## src/rtl/sorter_pkg.sv

```systemverilog
// Shared definitions for the sorter datapath and its stream collector.
// Holds the default geometry, derived widths, the element type and the
// collector FSM encoding. No ports; imported by the collector files.
package sorter_pkg;

    localparam int DEFAULT_DATA_WIDTH     = 32;
    localparam int DEFAULT_MAX_ARRAY_SIZE = 16;

    // Count must reach MAX_ARRAY_SIZE, index only MAX_ARRAY_SIZE-1.
    localparam int SIZE_W = $clog2(DEFAULT_MAX_ARRAY_SIZE + 1);
    localparam int ADDR_W = $clog2(DEFAULT_MAX_ARRAY_SIZE);

    typedef logic [DEFAULT_DATA_WIDTH-1:0] data_t;

    typedef enum logic [1:0] {
        IDLE,
        COLLECT,
        DONE
    } collector_state_t;

endpackage

```

## src/rtl/collector_mem.sv

```systemverilog
// collector_mem: DEPTH x DATA_WIDTH register file, one write port and one
// registered read port.
// Ports:
//   clk, reset         clock, synchronous active-high reset (clears storage)
//   wr_en/addr/data    write port, takes effect on the rising edge
//   rd_addr, rd_hit    read index; rd_hit=0 forces the read result to zero
//   rd_data            registered read data (1-cycle latency). A write to the
//                      addressed entry on the same edge returns the old value.
module collector_mem
    import sorter_pkg::*;
#(
    parameter int DATA_WIDTH = DEFAULT_DATA_WIDTH,
    parameter int DEPTH      = DEFAULT_MAX_ARRAY_SIZE,
    localparam int AW        = $clog2(DEPTH)
) (
    input  logic                  clk,
    input  logic                  reset,
    input  logic                  wr_en,
    input  logic [AW-1:0]         wr_addr,
    input  logic [DATA_WIDTH-1:0] wr_data,
    input  logic [AW-1:0]         rd_addr,
    input  logic                  rd_hit,
    output logic [DATA_WIDTH-1:0] rd_data
);

    logic [DEPTH-1:0][DATA_WIDTH-1:0] mem_q;

    always_ff @(posedge clk) begin
        if (reset) begin
            mem_q   <= '0;
            rd_data <= '0;
        end else begin
            if (wr_en)
                mem_q[wr_addr] <= wr_data;
            rd_data <= rd_hit ? mem_q[rd_addr] : '0;
        end
    end

endmodule

```

## src/rtl/sorted_stream_collector.sv

```systemverilog
// sorted_stream_collector: receive end of the sorter output stream.
// Captures each in_valid burst, checks it is non-decreasing and matches the
// advertised size, tracks first/last element, and offers a registered
// random-read port into the captured array.
// Optional build macro COLLECTOR_CHECKSUM_EN adds a wrap-around running sum
// output (checksum) of the stored beats of the current burst.
// Ports:
//   clk, reset      clock, synchronous active-high reset
//   clear           synchronous flush to IDLE (wins over in_valid)
//   in_data/valid   stream beat; a burst is consecutive valid cycles
//   expected_size   advertised count, latched on the first beat
//   rd_addr/rd_data read port, 1-cycle latency, 0 beyond count
//   count,done,busy burst progress
//   min_out/max_out first / last stored element
//   order_error, size_error, overflow   burst status flags
//   checksum        (COLLECTOR_CHECKSUM_EN only) running sum
module sorted_stream_collector
    import sorter_pkg::*;
#(
    parameter int DATA_WIDTH     = DEFAULT_DATA_WIDTH,
    parameter int MAX_ARRAY_SIZE = DEFAULT_MAX_ARRAY_SIZE,
    localparam int CW            = $clog2(MAX_ARRAY_SIZE + 1),
    localparam int AW            = $clog2(MAX_ARRAY_SIZE)
) (
    input  logic                  clk,
    input  logic                  reset,
    input  logic                  clear,
    input  logic [DATA_WIDTH-1:0] in_data,
    input  logic                  in_valid,
    input  logic [CW-1:0]         expected_size,
    input  logic [AW-1:0]         rd_addr,
    output logic [DATA_WIDTH-1:0] rd_data,
    output logic [CW-1:0]         count,
    output logic                  done,
    output logic                  busy,
    output logic [DATA_WIDTH-1:0] min_out,
    output logic [DATA_WIDTH-1:0] max_out,
    output logic                  order_error,
    output logic                  size_error,
`ifdef COLLECTOR_CHECKSUM_EN
    output logic [DATA_WIDTH-1:0] checksum,
`endif
    output logic                  overflow
);

    collector_state_t state_q, state_d;

    logic [CW-1:0]         count_q, exp_q;
    logic [DATA_WIDTH-1:0] min_q, max_q;
    logic                  oerr_q, serr_q, ovf_q;

    logic start, beat, store, drop, burst_end, full;
    logic wr_en;
    logic [AW-1:0] wr_addr;

    assign full      = (count_q >= CW'(MAX_ARRAY_SIZE));
    assign start     = !clear && in_valid && (state_q != COLLECT);
    assign beat      = !clear && in_valid && (state_q == COLLECT);
    assign store     = beat && !full;
    assign drop      = beat && full;
    assign burst_end = !clear && !in_valid && (state_q == COLLECT);

    // Start always writes slot 0; otherwise the next free slot. count_q is
    // below MAX here, so its low bits are a valid index.
    assign wr_en   = start || store;
    assign wr_addr = start ? '0 : count_q[AW-1:0];

    always_comb begin
        state_d = state_q;
        if (clear) begin
            state_d = IDLE;
        end else begin
            case (state_q)
                IDLE, DONE: if (in_valid)  state_d = COLLECT;
                COLLECT:    if (!in_valid) state_d = DONE;
                default:                   state_d = IDLE;
            endcase
        end
    end

    always_ff @(posedge clk) begin
        if (reset) state_q <= IDLE;
        else       state_q <= state_d;
    end

    always_ff @(posedge clk) begin
        if (reset || clear) begin
            count_q <= '0;
            exp_q   <= '0;
            min_q   <= '0;
            max_q   <= '0;
            oerr_q  <= 1'b0;
            serr_q  <= 1'b0;
            ovf_q   <= 1'b0;
        end else if (start) begin
            count_q <= CW'(1);
            exp_q   <= expected_size;
            min_q   <= in_data;
            max_q   <= in_data;
            oerr_q  <= 1'b0;
            serr_q  <= 1'b0;
            ovf_q   <= 1'b0;
        end else if (store) begin
            count_q <= count_q + CW'(1);
            max_q   <= in_data;
            // max_q is always the previously stored element.
            if (in_data < max_q)
                oerr_q <= 1'b1;
        end else if (drop) begin
            ovf_q <= 1'b1;
        end else if (burst_end) begin
            serr_q <= (count_q != exp_q);
        end
    end

`ifdef COLLECTOR_CHECKSUM_EN
    logic [DATA_WIDTH-1:0] csum_q;

    always_ff @(posedge clk) begin
        if (reset || clear) csum_q <= '0;
        else if (start)     csum_q <= in_data;
        else if (store)     csum_q <= csum_q + in_data;
    end

    assign checksum = csum_q;
`endif

    // Gate on the pre-edge count so entries beyond the burst (including
    // stale data after clear) always read as zero.
    collector_mem #(
        .DATA_WIDTH (DATA_WIDTH),
        .DEPTH      (MAX_ARRAY_SIZE)
    ) u_mem (
        .clk     (clk),
        .reset   (reset),
        .wr_en   (wr_en),
        .wr_addr (wr_addr),
        .wr_data (in_data),
        .rd_addr (rd_addr),
        .rd_hit  (CW'(rd_addr) < count_q),
        .rd_data (rd_data)
    );

    assign count       = count_q;
    assign busy        = (state_q == COLLECT);
    assign done        = (state_q == DONE);
    assign min_out     = min_q;
    assign max_out     = max_q;
    assign order_error = oerr_q;
    assign size_error  = serr_q;
    assign overflow    = ovf_q;

endmodule

```

## config.mk

```make
export PLATFORM = sky130hd
export DESIGN_NAME = sorted_stream_collector
export DESIGN_NICKNAME = d
export VERILOG_FILES = /design/src/rtl/sorter_pkg.sv /design/src/rtl/collector_mem.sv /design/src/rtl/sorted_stream_collector.sv
export SDC_FILE = /design/constraint.sdc
export NUM_CORES = 1
export LEC_CHECK = 0
export BUFFER_PORTS_ARGS = -buffer_cell sky130_fd_sc_hd__buf_2
export CORE_MARGIN = 4
export CORE_UTILIZATION = 65
export CTS_BUF_LIST = sky130_fd_sc_hd__clkbuf_8
export CTS_CLUSTER_SIZE = 30
export DETAILED_ROUTE_END_ITERATION = 10
export GPL_ROUTABILITY_DRIVEN = 0
export GPL_TIMING_DRIVEN = 0
export HOLD_SLACK_MARGIN = 0.05
export PLACE_DENSITY = 0.84
export SYNTH_ARGS = -nofsm -noshare
export SYNTH_HDL_FRONTEND = slang
export SYNTH_SLANG_ARGS = --single-unit
```

## constraint.sdc

```tcl
create_clock -name clk -period 3.7 [get_ports clk]
set_clock_uncertainty 0.15 [all_clocks]
set_input_delay 0.185 -clock clk [delete_from_list [all_inputs] [get_ports clk]]
set_output_delay 0.185 -clock clk [all_outputs]
set_load 0.005 [all_outputs]
```

==> results.sh <==
export IMPL_status="completed"
export IMPL_die_x_um=209
export IMPL_cts_tree="done"
export IMPL_cp_cell_sequence="inv_1 > ha_1 > a21oi_1 > o21ai_0 > a221oi_1 > dlygate4sd3_1 > o21ai_0 > dlygate4sd3_1 > a2bb2oi_1 > dlygate4sd3_1"
export IMPL_syn_area_mm2=0.0263
export IMPL_cts_sinks=623
export IMPL_via_per_inst=6.43
export IMPL_fin_tns_setup_ns=0
export IMPL_power_leakage_uw=0.0103
export IMPL_clockBufferDepth=3
export IMPL_yosysSeqAreaShare=0.475
export IMPL_grt_pass1_wl_mm=138
export IMPL_setup_viol_count_final=0
export IMPL_hold_class="primary input to flip-flop"
export IMPL_rsz0062_at_grt="false"
export IMPL_clkPwrFrac=0.438
export IMPL_cts_buffers=96
export IMPL_worst_pin_slew_ns=1.36
export IMPL_pwr_share_seq=0.498
export IMPL_slew_viol_final=0
export IMPL_cp_required_ns=4.18
export IMPL_power_internal_uw=10200
export IMPL_synth_nets=3183
export IMPL_grt_pass1_vias=25100
export IMPL_critPathKind="flip-flop to flip-flop"
export IMPL_max_stage_delay_ns=0.61
export IMPL_ys_ff_latch=623
export IMPL_maxSlewHeadroom=0.0917
export IMPL_crit_path_end_kind="flip-flop"
export IMPL_finalWorstSetupSlack_ns=0.0597
export IMPL_cts_max_level=3
export IMPL_yosys_warnings=0
export IMPL_switching_share=0.251
export IMPL_grt_max_degree=13
export IMPL_multi_input_comb_area_mm2=0.0124
export IMPL_synth_edf_count=0
export IMPL_dieHeight_um=209
export IMPL_ios=151
export IMPL_nets=3467
export IMPL_maxCapViolCount=0
export IMPL_routed_via_count=25600
export IMPL_async_flop_share=0
export IMPL_area_growth_pct=14.4
export IMPL_arrival_ns=4.12
export IMPL_fmax_ghz=0.275
export IMPL_ant_nets=0
export IMPL_wl_per_cell_um=23.0
export IMPL_ir_drop_mv=0.301
export IMPL_nFillCells=2797
export IMPL_p_comb_frac=0.064
export IMPL_syn_area_per_cell_um2=8.47
export IMPL_p_sw_uw=3410
export IMPL_startpoint_type="flip-flop"
export IMPL_grt_use_total=0.404
export IMPL_grt_ovfl_total=0
export IMPL_post_route_period_util=0.984
export IMPL_wl_mm=91.8
export IMPL_drtPass1Iterations=9
export IMPL_placementRows=73
export IMPL_synthCells=3103
export IMPL_post_dp_hpwl_mm=63.5
export IMPL_hold_violations=0
export IMPL_crit_fanout=3
export IMPL_core_area_mm2=0.0398
export IMPL_drc=0
export IMPL_cp_common_cell="dlygate4sd3_1"
export IMPL_drt_iter0_drc=4376
export IMPL_most_common_layout_cells="nand2_1, dfxtp_1, a21oi_1, clkbuf_1, buf_2"
export IMPL_min_period_ns=3.64
export IMPL_post_cts_setup_buffers=0
export IMPL_path_clk_slew_ns=0.07
export IMPL_dieArea_mm2=0.0437
export IMPL_root_buffer="clkbuf_8"
export IMPL_ys_flop_type="dfxtp_1"
export IMPL_final_common_cell="nand2_1"
export IMPL_antenna_found_initial=3
export IMPL_place_ws_ns=0.620
export IMPL_clkLatencyLatePin_ns=0.69
export IMPL_power_density_mw_per_mm2=453
export IMPL_synthDistinctLibCells=44
export IMPL_regArea_mm2=0.0125
export IMPL_critPathSlowestCell="dlygate4sd3_1"
export IMPL_initial_core_util=0.660
export IMPL_drive_gt1_frac=0.140
export IMPL_numPortBuffers=146
worst max-delay path, delay by kind of cell, from the launching register on:
kind	cells	cell delay (ns)
fa+ha+maj	1	0.31
compound gates	5	0.88
flops	1	0.38
buf+inv	4	1.85
final timing paths:
path / from / to / slack, ns / depth (start not counted)
worst min-delay path: in_data[12] / u_mem.mem_q[300] / 0.09 / 4
worst min register to register: u_mem.mem_q[198] / u_mem.mem_q[198] / 0.30 / 2
worst max-delay path: max_out[17] / order_error / 0.06 / 10
worst max register to register: max_out[17] / order_error / 0.06 / 10
state kept, by name, summed over array words and instances, names as in the netlist:
register	count
u_mem.mem_q	512
max_out	32
min_out	32
u_mem.rd_data	32
count	5
exp_q	5
state_q	2
order_error	1
overflow	1
size_error	1
per-layer routing:
layer / track usage / part of all wire / vias up
met1: 0.479 / 0.33 / 12100
met2: 0.618 / 0.44 / 2107
met3: 0.136 / 0.14 / 575
li1: - / - / 10900
met5: 0.0111 / 0.0012 / -
met4: 0.282 / 0.084 / 8
through the flow:
| stage | hold WS [ns] | area (µm²) | util | cells | total power [µW] |
|---|---|---|---|---|---|
| 2_1_floorplan | 0.171 | 26300 | - | 3103 | 7380 |
| 3_3_place_gp | 0.282 | 27700 | 0.695 | 3774 | 7680 |
| 3_5_place_dp | 0.287 | 27700 | 0.695 | 3774 | 7700 |
| 4_1_cts | 0.0576 | 30000 | 0.754 | 3982 | 13500 |
| 5_1_grt | 0.111 | 30000 | 0.754 | 3982 | 13900 |
| 6_report | 0.0945 | 30000 | 0.754 | 3984 | 13600 |
cell families after synthesis:
| kind of cell | share of synthesized area |
|---|---|
| muxes | 0.137 |
| buffers and inverters | 0.0550 |
| xor gates and xnor gates | 0.00267 |
| adders and majority gates | 0.0167 |
| DFF | 0.475 |
| AOI/OAI and AO/OA | 0.130 |
| and+or+nand+nor | 0.184 |
synth_stat cells, types with 2 or more instances:
cell | n | area share
nor2_1 | 13 | 0.0019
nand2b_1 | 4 | 0.00095
a211oi_1 | 34 | 0.0097
nand4_1 | 5 | 0.0012
a21oi_1 | 599 | 0.11
nor2b_1 | 2 | 0.00048
or2_1 | 2 | 0.00048
and2_0 | 11 | 0.0026
clkbuf_1 | 266 | 0.038
xor2_1 | 3 | 0.0010
buf_1 | 9 | 0.0013
nor4_2 | 3 | 0.0014
mux4_2 | 160 | 0.14
nand2_1 | 1190 | 0.17
o21ai_0 | 6 | 0.0011
a2111oi_0 | 2 | 0.00067
buf_2 | 29 | 0.0055
ha_1 | 35 | 0.017
inv_1 | 69 | 0.0099
nor3b_1 | 2 | 0.00057
and4_1 | 2 | 0.00067
dfxtp_1 | 623 | 0.47
nand3_1 | 3 | 0.00057
nor3_1 | 2 | 0.00038
xnor2_1 | 5 | 0.0017
a21o_1 | 6 | 0.0017
power groups by stage:
stage          logic [µW]  registers [µW]  clock network, µW
2_1_floorplan         471            6910                  0
5_1_grt               903            6770               6210
4_1_cts               824            6770               5890
3_5_place_dp          787            6910                  0
3_3_place_gp          763            6910                  0
6_report              871            6770               5960
repair_timing:
action	4_1_cts	5_1_grt
gates resized for setup	0	0
endpoints found under the hold margin	225	0
hold buffers	40	0
cell type report:
type	count	area share
clock buffers	124	0.0568
plain buffers	304	0.0392
multi-input cells	2105	0.411
inverters	71	0.00887
well taps	525	0.0219
clock inverters	44	0.00920
repair buffers	186	0.0376
flip-flops and latches	623	0.415
diodes	2	0.000167
(Power assumes the default switching activity.)
